File: config.mk
export PLATFORM = sky130hd
export DESIGN_NAME = pc_sequencer_flat
export DESIGN_NICKNAME = d
export VERILOG_FILES = /design/src/rtl/pc_sequencer_if.sv /design/src/rtl/pc_sequencer.sv /design/src/flat_wrapper.sv
export SDC_FILE = /design/constraint.sdc
export NUM_CORES = 1
export LEC_CHECK = 0
export ABC_AREA = 1
export BUFFER_PORTS_ARGS = -buffer_cell sky130_fd_sc_hd__buf_2
export CAP_MARGIN = 20
export CORE_MARGIN = 2
export CORE_UTILIZATION = 45
export DETAILED_ROUTE_END_ITERATION = 10
export GPL_TIMING_DRIVEN = 1
export PLACE_DENSITY = 0.69
export SLEW_MARGIN = 30
export SYNTH_ARGS = -nofsm -noshare
export SYNTH_HDL_FRONTEND = slang
export SYNTH_SLANG_ARGS = --single-unit
File: constraint.sdc
create_clock -name clk_i -period 4.2 [get_ports clk_i]
set_input_delay 0.84 -clock clk_i [delete_from_list [all_inputs] [get_ports clk_i]]
set_output_delay 0.84 -clock clk_i [all_outputs]
set_load 0.02 [all_outputs]
File: src/rtl/pc_sequencer_if.sv
// Next-PC sequencer bundle: run/hazard/branch inputs, PC controls and perf counters.
// master drives the request side, slave is the sequencer itself.
interface pc_sequencer_if #(
  parameter int CNT_W = 32
);
  logic             start_i;
  logic [31:0]      pc_i;
  logic             imem_ready_i;
  logic             hazard_i;
  logic             branch_taken_i;
  logic [31:0]      branch_target_i;
  logic [31:0]      pc_next_o;
  logic             PCWrite_o;
  logic             IFIDWrite_o;
  logic             IFFlush_o;
  logic [CNT_W-1:0] stall_cnt_o;
  logic [CNT_W-1:0] flush_cnt_o;

  modport master (
    output start_i, pc_i, imem_ready_i,
    output hazard_i, branch_taken_i,
    output branch_target_i,
    input  pc_next_o, PCWrite_o,
    input  IFIDWrite_o, IFFlush_o,
    input  stall_cnt_o, flush_cnt_o
  );

  modport slave (
    input  start_i, pc_i, imem_ready_i,
    input  hazard_i, branch_taken_i,
    input  branch_target_i,
    output pc_next_o, PCWrite_o,
    output IFIDWrite_o, IFFlush_o,
    output stall_cnt_o, flush_cnt_o
  );
endinterface

File: src/rtl/pc_sequencer.sv
// Next-PC controller: sequential fetch, branch redirect, load-use stall, imem wait.
// A redirect seen while imem is busy is parked in pend_pc until fetch is ready.
module pc_sequencer #(
  parameter logic [31:0] PC_RESET = 32'h0,
  parameter logic [31:0] PC_STEP  = 32'd4,
  parameter int          CNT_W    = 32
) (
  input logic          clk_i,
  input logic          rst_i,
  pc_sequencer_if.slave bus
);
  typedef enum logic [1:0] {
    IDLE,
    RUN,
    PEND
  } state_t;

  localparam logic [CNT_W-1:0] ONE = 1;

  state_t           state, state_nxt;
  logic [31:0]      pend_pc;
  logic [CNT_W-1:0] stall_cnt, flush_cnt;

  logic [31:0] pc_seq, pc_next;
  logic        pc_hold, ifid_hold, flush;
  logic        stall_inc, flush_inc, to_pend;
  logic        sel_haz, sel_br, sel_park, sel_wait;

  // One-hot decode of the RUN priority chain
  always_comb begin
    sel_haz  = bus.hazard_i;
    sel_br   = !bus.hazard_i && bus.branch_taken_i
             && bus.imem_ready_i;
    sel_park = !bus.hazard_i && bus.branch_taken_i
             && !bus.imem_ready_i;
    sel_wait = !bus.hazard_i && !bus.branch_taken_i
             && !bus.imem_ready_i;
  end

  always_comb begin
    pc_seq    = bus.pc_i + PC_STEP;
    pc_next   = PC_RESET;
    pc_hold   = 1'b1;
    ifid_hold = 1'b1;
    flush     = 1'b0;
    stall_inc = 1'b0;
    flush_inc = 1'b0;
    to_pend   = 1'b0;
    state_nxt = state;
    case (state)
      IDLE: begin
        if (bus.start_i) state_nxt = RUN;
      end
      RUN: begin
        if (!bus.start_i) begin
          state_nxt = IDLE;
        end else begin
          pc_next   = pc_seq;
          pc_hold   = 1'b0;
          ifid_hold = 1'b0;
          unique case (1'b1)
            sel_haz: begin
              pc_hold   = 1'b1;
              ifid_hold = 1'b1;
              stall_inc = 1'b1;
            end
            sel_br: begin
              pc_next   = bus.branch_target_i;
              flush     = 1'b1;
              flush_inc = 1'b1;
            end
            sel_park: begin
              pc_hold   = 1'b1;
              flush     = 1'b1;
              flush_inc = 1'b1;
              to_pend   = 1'b1;
              state_nxt = PEND;
            end
            sel_wait: begin
              pc_hold   = 1'b1;
              flush     = 1'b1;
              stall_inc = 1'b1;
            end
            default: ;
          endcase
        end
      end
      PEND: begin
        if (!bus.start_i) begin
          state_nxt = IDLE;
        end else begin
          pc_next   = pend_pc;
          flush     = 1'b1;
          ifid_hold = 1'b0;
          pc_hold   = !bus.imem_ready_i;
          if (bus.imem_ready_i) state_nxt = RUN;
        end
      end
      default: state_nxt = IDLE;
    endcase
  end

  always_ff @(posedge clk_i or posedge rst_i) begin
    if (rst_i) begin
      state     <= IDLE;
      pend_pc   <= '0;
      stall_cnt <= '0;
      flush_cnt <= '0;
    end else begin
      state <= state_nxt;
      if (to_pend)
        pend_pc <= bus.branch_target_i;
      else if (state_nxt == IDLE)
        pend_pc <= '0;
      if (stall_inc && !(&stall_cnt))
        stall_cnt <= stall_cnt + ONE;
      if (flush_inc && !(&flush_cnt))
        flush_cnt <= flush_cnt + ONE;
    end
  end

  assign bus.pc_next_o   = pc_next;
  assign bus.PCWrite_o   = pc_hold;
  assign bus.IFIDWrite_o = ifid_hold;
  assign bus.IFFlush_o   = flush;
  assign bus.stall_cnt_o = stall_cnt;
  assign bus.flush_cnt_o = flush_cnt;
endmodule
File: src/flat_wrapper.sv
// flat-port wrapper written by rule: the top's interface ports become plain ports
module pc_sequencer_flat 
#(
  parameter logic [31:0] PC_RESET = 32'h0,
  parameter logic [31:0] PC_STEP  = 32'd4,
  parameter int          CNT_W    = 32
)
  (clk_i, rst_i, bus_start_i, bus_pc_i, bus_imem_ready_i, bus_hazard_i, bus_branch_taken_i, bus_branch_target_i, bus_pc_next_o, bus_PCWrite_o, bus_IFIDWrite_o, bus_IFFlush_o, bus_stall_cnt_o, bus_flush_cnt_o);
  pc_sequencer_if #(.CNT_W(CNT_W)) bus_i ();
  input logic clk_i;
  input logic rst_i;
  input wire logic [$bits(bus_i.start_i)-1:0] bus_start_i;
  input wire logic [$bits(bus_i.pc_i)-1:0] bus_pc_i;
  input wire logic [$bits(bus_i.imem_ready_i)-1:0] bus_imem_ready_i;
  input wire logic [$bits(bus_i.hazard_i)-1:0] bus_hazard_i;
  input wire logic [$bits(bus_i.branch_taken_i)-1:0] bus_branch_taken_i;
  input wire logic [$bits(bus_i.branch_target_i)-1:0] bus_branch_target_i;
  output wire logic [$bits(bus_i.pc_next_o)-1:0] bus_pc_next_o;
  output wire logic [$bits(bus_i.PCWrite_o)-1:0] bus_PCWrite_o;
  output wire logic [$bits(bus_i.IFIDWrite_o)-1:0] bus_IFIDWrite_o;
  output wire logic [$bits(bus_i.IFFlush_o)-1:0] bus_IFFlush_o;
  output wire logic [$bits(bus_i.stall_cnt_o)-1:0] bus_stall_cnt_o;
  output wire logic [$bits(bus_i.flush_cnt_o)-1:0] bus_flush_cnt_o;
  assign bus_i.start_i = bus_start_i;
  assign bus_i.pc_i = bus_pc_i;
  assign bus_i.imem_ready_i = bus_imem_ready_i;
  assign bus_i.hazard_i = bus_hazard_i;
  assign bus_i.branch_taken_i = bus_branch_taken_i;
  assign bus_i.branch_target_i = bus_branch_target_i;
  assign bus_pc_next_o = bus_i.pc_next_o;
  assign bus_PCWrite_o = bus_i.PCWrite_o;
  assign bus_IFIDWrite_o = bus_i.IFIDWrite_o;
  assign bus_IFFlush_o = bus_i.IFFlush_o;
  assign bus_stall_cnt_o = bus_i.stall_cnt_o;
  assign bus_flush_cnt_o = bus_i.flush_cnt_o;
  pc_sequencer #(.PC_RESET(PC_RESET), .PC_STEP(PC_STEP), .CNT_W(CNT_W)) u_core (.clk_i(clk_i), .rst_i(rst_i), .bus(bus_i));
endmodule
# [After elaboration in Yosys (flattened, before gate mapping)]
# Cells that the tools add are included.
[totals] inputBits=70 regBits=98 output_inout_bits=99 rom_bits=0 memories=0 latch_bits=0 wordCells=63 ramBits=0
[classes] reduce_logical=21 magnitude_cmp=0 add_sub_neg=3 n_eq_ne=2 mux=33 bitwise=0 mul=0 n_shift=0 div=0
[ops] operator="$mux W32" count=5
[ops] operator="$add A32 B1 Y32 const B" count=2
[ops] operator="$pmux W32 S2" count=1
[ops] operator="$reduce_and A32 Y1" count=2
[ops] operator="$add A32 B3 Y32 const B" count=1
[ops] operator="$mux W1" count=18
[ops] operator="$mux W2" count=5
[ops] operator="$logic_and A1 B1 Y1" count=7
[ops] operator="$pmux W1 S2" count=3
[ops] operator="$pmux W2 S3" count=1
[ops] operator="$reduce_or A3 Y1" count=2
[ops] operator="$logic_not A1 Y1" count=5
[ops] operator="$logic_not A2 Y1" count=2
[ops] operator="$reduce_or A2 Y1" count=2
[ops] operator="$eq A2 B1 Y1 const B" count=1
[ops] operator="$eq A2 B2 Y1 const B" count=1
[ops] operator="$reduce_bool A2 Y1" count=1

# [Longest topological paths before layout]
# Gate-level depths: netlist of run 1.
[logic_depth] ltp_word=9 ltp_mapped=12 mapped_depth_nobuf=11

# [Worst setup path after synthesis of run 1]
# Ideal clock, no wire load.
[synth_timing] path_kind="in2out" startpoint="input bus_pc_i[2]" endpoint="output bus_pc_next_o[22]" path_slack_ns=1.153 path_buffers=0 stages=9 t_required_ns=3.360 arrival_time_ns=2.207 path_cell_list="ha_1 -> nand2_1 -> nor2_1 -> nand2_1 -> nor2_1 -> nand3_1 -> nand3_1 -> nand2_1 -> a21oi_1"
[synth_via] elab_chain_len=4
[synth_lines] item="start, declared" line="flat_wrapper.sv:13" text="input wire logic [$bits(bus_i.pc_i)-1:0] bus_pc_i;"
[synth_lines] item="$add A32 B3 Y32" line="pc_sequencer.sv:41" text="pc_seq = bus.pc_i + PC_STEP;"
[synth_lines] item="$mux W32" line="pc_sequencer.sv:61" text="unique case (1'b1)"
[synth_lines] item="$mux W32" line="pc_sequencer.sv:55" text="if (!bus.start_i) begin"
[synth_lines] item="$pmux W32 S2" line="pc_sequencer.sv:50" text="case (state)"
[synth_lines] item="end, declared" line="flat_wrapper.sv:18" text="output wire logic [$bits(bus_i.pc_next_o)-1:0] bus_pc_next_o;"
# Every way passes these cells.

# [Final worst setup path of run 1]
[layout_timing] startpoint="input bus_pc_i[2]" endpoint="output bus_pc_next_o[28]"
# The elaborated chain is that of the path after synthesis.

==> summary.txt, run 1 <==
Outcome
  • Status: complete, no violations

Drt
  • Drt pass-1 iters: 5
  • Post-Route WL: around 20 mm
  • Via count: 7575
  • Routed Antenna Nets: 0
  • Number of remaining DRC errors: 0
  • Post-DR wirelength/cell: 13.5 um
  • Iter 0 DRT Violations: approximately 480
  • Vias per inst: 5.07

Floorplanning
  • Total core area: between 15000 and 20000 um^2
  • I/O pin count: between 150 and 200
  • Die width: approximately 130 um
  • Die area: 16800 um^2
  • Num rows: 45
  • Die H: roughly 130 um
  • Starting Density: 46.3%

CTS
  • Setup Buffers After CTS: 0
  • TritonCTS clock tree: done
  • # hold bufs at CTS: 0
  • Clock-pin slew on the worst setup and hold paths: around 70 ps
  • Resized cells post-CTS: 0
  • Max Buffers Root-to-Sink: 2
  • CTS buffer count: 9
  • H-tree depth: 3
  • Sink Count: between 90 and 100
  • Clk root buf: clkbuf_16
  • Clk_lat worst skew: around 350 ps

Critical path
  • Max FO, Critical Path: 6
  • Critical path class: input pin to output port
  • Critical Path Start Type: input pin
  • Crit end category: output port
  • WP data required: between 3000 and 4000 ps
  • CP arrival: approximately 2700 ps
  • R2R Setup Slk: roughly 1400 ps

Power
  • Power Total: about 3200 uW
  • Cell Pwr Density: about 380 nW/um^2
  • Peak VDD IR: approximately 210 uV
  • Leak: about 0.0043 uW

Placed design
  • Worst slack, placed: roughly 640 ps
  • IO buf count: about 170
  • Post-DP HPWL: approximately 15 mm
  • DP Cell Count: approximately 1500
  • Gpl congestion: roughly 0.94

Logic synthesis
  • Synth Instances: between 1000 and 1500
  • Synthesized cell area: about 7100 um^2
  • Cell variety after synth: 29
  • Top FF cell, synth: dfrtp_1
  • Share of the yosys chip area belonging to registers: around a third
  • Synth Area in Compound Gates: around 11%
  • YS warnings: 0
  • Seq cells post-synth: between 90 and 100
  • Mux share of post-synthesis cell area: 0%
  • Largest cells by area after synthesis: dfrtp_1 (35%), nand2_1 (21%), nand3_1 (6.6%)
  • Area share of fa/ha/maj cells after synthesis: around 1.2%
  • Area share of the largest cell type after synthesis: around a third
  • Main combinational cell family by area after synthesis: simple AND/OR/NAND/NOR gates
  • Post-synth ARST share: 100%
  • Xor and xnor area share after synthesis: 5.19%
  • Net Count, Synth: around 1200
  • Leading area contributor after synthesis: dfrtp_1
  • Simple-gate area share of the yosys netlist: 38.7%
  • Number of synthesized flops with an enable pin: 0
  • Syn avg cell area: ~6.3 um^2
  • Most instantiated cells after synthesis: nand2_1 (404), inv_1 (119), nor2_1 (107)
  • Most frequent cell after synthesis: nand2_1

Global route
  • First-pass GRT wire length: between 30 and 40 mm
  • GRT overflow: 0
  • Initial antenna violation count: 0
  • Tot GR Track Use: 24.5%
  • Vias in the first global route: approximately 6800
  • Largest net degree at the start of global routing: 70

STA
  • Finish-stage setup viols: 0
  • Sum Neg Setup Slack: 0 ps
  • Fin. Hold Viols: 0
  • Post-route setup slack: between 600 and 700 ps
  • Peak Freq: ~280 MHz
  • RSZ-0062 raised after global routing: false
  • Worst slew margin: about half
  • Clock Skew: 6.13 ps
  • Worst-margin pin slew: between 700 and 800 ps
  • Slew Limit Fails: 0
  • Period minus WS final: about 3500 ps
  • Final period utilization: 84.0%

Cells and area
  • Combined area of the multi-input logic cells: between 3000 and 4000 um^2
  • Post-layout net count: 1356
  • Register area: about 2500 um^2
  • ANT cells: 0
  • Area Overhead vs Synth: 19.2%
  • Fillers: roughly 1600
  • Layout cells sized above 1: between 15 and 20%
  • Fin cells: about 1500

Flow run
  • Max-cap violations: 0

Hold path
  • Hold Crit Class: input pin to async pin
layer usage:
layer  track usage (%)  routed length [um]  vias to the layer above
met5                 0                   0                        -
met4              8.41                 357                        0
met3              2.23                1170                       24
met2              38.8                9210                      257
met1              35.2                9460                     3434
li1                  -                   -                     3860
cell families (layout without fill, tap and decap cells):
kind of cell	Yosys count	after routing
buf+inv	167	323
flops	98	98
compound gates	155	155
xor+xnor	42	42
simple gates	659	659
fa+ha+maj	7	7
stage by stage:
stage / area, um^2 / util (%) / hold slack (ps)
final: 8450 / 55.2 / 471
after CTS: 8430 / 55.0 / 520
after floorplan: 7090 / - / 478
after global routing: 8450 / 55.2 / 499
after detailed placement: 8080 / 52.8 / 503
after global placement: 8080 / 52.8 / 492
where the power goes:
part | switching [uW] | total, uW | internal, uW
Sequential | 120 | 1170 | 1050
Combinational | 759 | 1080 | 322
Clock | 374 | 962 | 589
cells in the final DEF (no fill, tap or decap), drive strengths merged:
master,count
a211oi,1
a21oi,68
and2,1
buf,176
bufinv,2
clkbuf,13
clkinv,3
dfrtp,98
ha,7
inv,129
nand2,406
nand3,93
nand3b,15
nand4,4
nor2,110
nor3,30
o211ai,1
o21ai,85
xnor2,18
xor2,24
worst max-delay path, stage by stage:
cell	delay, ps
buf_2	90
ha_1	170
nand2_1	60
nor2_1	210
nand2_1	220
nor2_1	470
nand3_1	140
nand3_1	100
nand2_1	60
a21oi_1	140
buf_2	190
state kept, by name (all words and copies together) (netlist names):
signal	count
u_core.state	2
u_core.bus.stall_cnt_o	32
u_core.pend_pc	32
u_core.bus.flush_cnt_o	32
area by class of cell:
| class | count | area share (%) |
|---|---|---|
| Clock buffer | 13 | 3.32 |
| Multi-Input combinational cell | 863 | 47.1 |
| Inverter | 131 | 5.86 |
| Clock inverter | 3 | 0.814 |
| Timing Repair Buffer | 176 | 10.8 |
| Sequential cell | 98 | 29.0 |
| Tap cell | 211 | 3.12 |
final timing paths:
kind,start,endpoint,depth (start not counted)
worst max-delay path,bus_pc_i[2],bus_pc_next_o[28],11
worst min-delay path,rst_i,u_core.bus.stall_cnt_o[8],2
worst max register to register,u_core.state[0],u_core.pend_pc[24],11
worst min register to register,u_core.pend_pc[7],u_core.pend_pc[7],2
max in group asynchronous,rst_i,u_core.bus.stall_cnt_o[22],4
min in group clk_i,u_core.pend_pc[7],u_core.pend_pc[7],2
Note: power is estimated with default switching activity, not from simulation.
==> run 2: changes to the inputs <==
==> constraint.sdc (replaced) <==
create_clock -name clk_i -period 3.3 [get_ports clk_i]
set_input_delay 0.66 -clock clk_i [delete_from_list [all_inputs] [get_ports clk_i]]
set_output_delay 0.66 -clock clk_i [all_outputs]
set_load 0.02 [all_outputs]
==> run 2 against run 1 <==
Effect of this change:
- final cell count increased by 0.40%
- utilization grew 0.25 points
- die area stayed put
- worst setup slack worse by 350 ps
- sequential power increased by 26%
- largest cell class unchanged
- largest power group unchanged
==> summary.txt, run 2 (synthesized netlist as in run 1, its figures left out) <==
Outcome
  • Status: complete, no violations

STA
  • Final period utilization: between 90% and 100%
  • RSZ-0062 raised after global routing: false
  • Peak Freq: 336 MHz
  • Period minus WS final: a little under 3000 ps
  • Clock Skew: approximately 8.4 ps
  • Worst-margin pin slew: around 580 ps
  • Hold_ws: between 300 and 400 ps
  • Finish-stage setup viols: 0
  • Slew Limit Fails: 0
  • Worst slew margin: 61.3%
  • Fin. Hold Viols: 0
  • Sum Neg Setup Slack: 0 ps

CTS
  • # hold bufs at CTS: 0
  • TritonCTS clock tree: done
  • CTS buffer count: 9
  • Clk root buf: clkbuf_16
  • Max Buffers Root-to-Sink: 2
  • Sink Count: a little under 100
  • Clock-pin slew on the worst setup and hold paths: roughly 70 ps
  • H-tree depth: 3
  • Resized cells post-CTS: 0
  • Setup Buffers After CTS: 0
  • Clk_lat worst skew: 350 ps

Cells and area
  • Fillers: between 1500 and 2000
  • Fin cells: roughly 1500
  • Post-layout net count: roughly 1400
  • Most common cell after layout, fill and taps aside: nand2_1
  • Layout cells sized above 1: 16.9%
  • Area Overhead vs Synth: 19.8%
  • Most frequent cells in the layout: nand2_1 (404), buf_2 (168), inv_1 (118), nor2_1 (107), dfrtp_1 (98)

Critical path
  • Worst r2r dst: u_core.pend_pc[2]
  • Crit end category: output port
  • CP arrival: 2310 ps
  • Critical-path top delay cell: nor2_1
  • R2R Setup Slk: ~800 ps
  • Reg2reg path depth: 11
  • Critical Path Start Type: input pin
  • CP Cell Sequence: buf_2 -> ha_1 -> nand2_1 -> nor2_1 -> nand2_1 -> nor2_1 -> nand3_1 -> nand3_1 -> nand2_1 -> a21oi_1 -> buf_2
  • Max FO, Critical Path: 6
  • Critical R2R Launch: u_core.state[0]
  • WP data required: roughly 2600 ps
  • Crit path largest cell delay: 380 ps
  • Most common cell on crit path: nand2_1
  • Critical path class: input pin to output port

Hold path
  • Hold Crit Class: input pin to async pin

Global route
  • Tot GR Track Use: between 20% and 30%
  • Vias in the first global route: 6776
  • Initial antenna violation count: 2
  • First-pass GRT wire length: approximately 33 mm
  • GRT overflow: 0
  • Largest net degree at the start of global routing: between 60 and 70

Floorplanning
  • Num rows: 45
  • I/O pin count: roughly 170
  • Die area: ~17000 um^2
  • Starting Density: a little under half
  • Die width: between 100 and 150 um
  • Total core area: 15300 um^2
  • Die H: between 100 and 150 um

Placed design
  • IO buf count: approximately 170
  • DP Cell Count: between 1000 and 1500
  • Post-DP HPWL: between 15 and 20 mm
  • Gpl congestion: ~0.93

Power
  • Peak VDD IR: 263 uV
  • Cell Pwr Density: 483 nW/um^2
  • Leak: between 0.004 and 0.005 uW

Drt
  • Routed Antenna Nets: 0
  • Number of remaining DRC errors: 0
  • Drt pass-1 iters: 5
  • Via count: ~7500
  • Post-Route WL: just over 20 mm
  • Iter 0 DRT Violations: 444
  • Vias per inst: 5.02
  • Post-DR wirelength/cell: approximately 14 um

Flow run
  • Max-cap violations: 0
-- run 2: worst max path at each step --
stage	start	endpoint	slack, ps
after global routing	bus_pc_i[2]	bus_pc_next_o[22]	50
final	bus_pc_i[2]	bus_pc_next_o[26]	330
after floorplan	rst_i	u_core.bus.flush_cnt_o[0]	80
after CTS	bus_pc_i[2]	bus_pc_next_o[26]	330
after global placement	bus_pc_i[2]	bus_pc_next_o[22]	350
after detailed placement	bus_pc_i[2]	bus_pc_next_o[26]	320
-- run 2: worst max-delay path: cells and delay by family --
kind | cells | cell delay (ps)
AND/OR/NAND/NOR | 7 | 1110
adder cells (fa/ha/maj) | 1 | 170
buffers and inverters | 2 | 260
AO/OA/AOI/OAI | 1 | 110
-- run 2: layout make-up --
type	instances	area (um^2)	area share (%)
diodes	1	2.50	0.0295
clock buffers	13	280	3.30
clock inverters	3	68.8	0.811
inverters	131	494	5.82
multi-input cells	863	3980	46.8
flip-flops and latches	98	2450	28.9
well taps	211	264	3.11
repair buffers	181	951	11.2
-- run 2: through the flow --
step / total power [uW] / utilization, % / cell area (um^2) / setup WS, ps
3_5_place_dp: 2910 / 53.1 / 8140 / 322
6_report: 4100 / 55.4 / 8490 / 327
4_1_cts: 4130 / 55.4 / 8490 / 325
2_1_floorplan: 2430 / - / 7090 / 77.9
5_1_grt: 4350 / 55.4 / 8490 / 46.9
3_3_place_gp: 2890 / 53.1 / 8140 / 354
-- run 2: report_power, final --
part / internal [uW] / switching (uW) / total (uW)
Combinational: 431 / 972 / 1400
Clock: 749 / 467 / 1220
Sequential: 1330 / 150 / 1480
-- run 2: layer usage --
layer	vias up	global-route usage, %	share of wire [%]
li1	3892	-	-
met1	3379	34.1	47
met2	248	39.9	46
met3	21	3.10	6.2
met4	2	7.46	1.1
met5	-	0	0.054
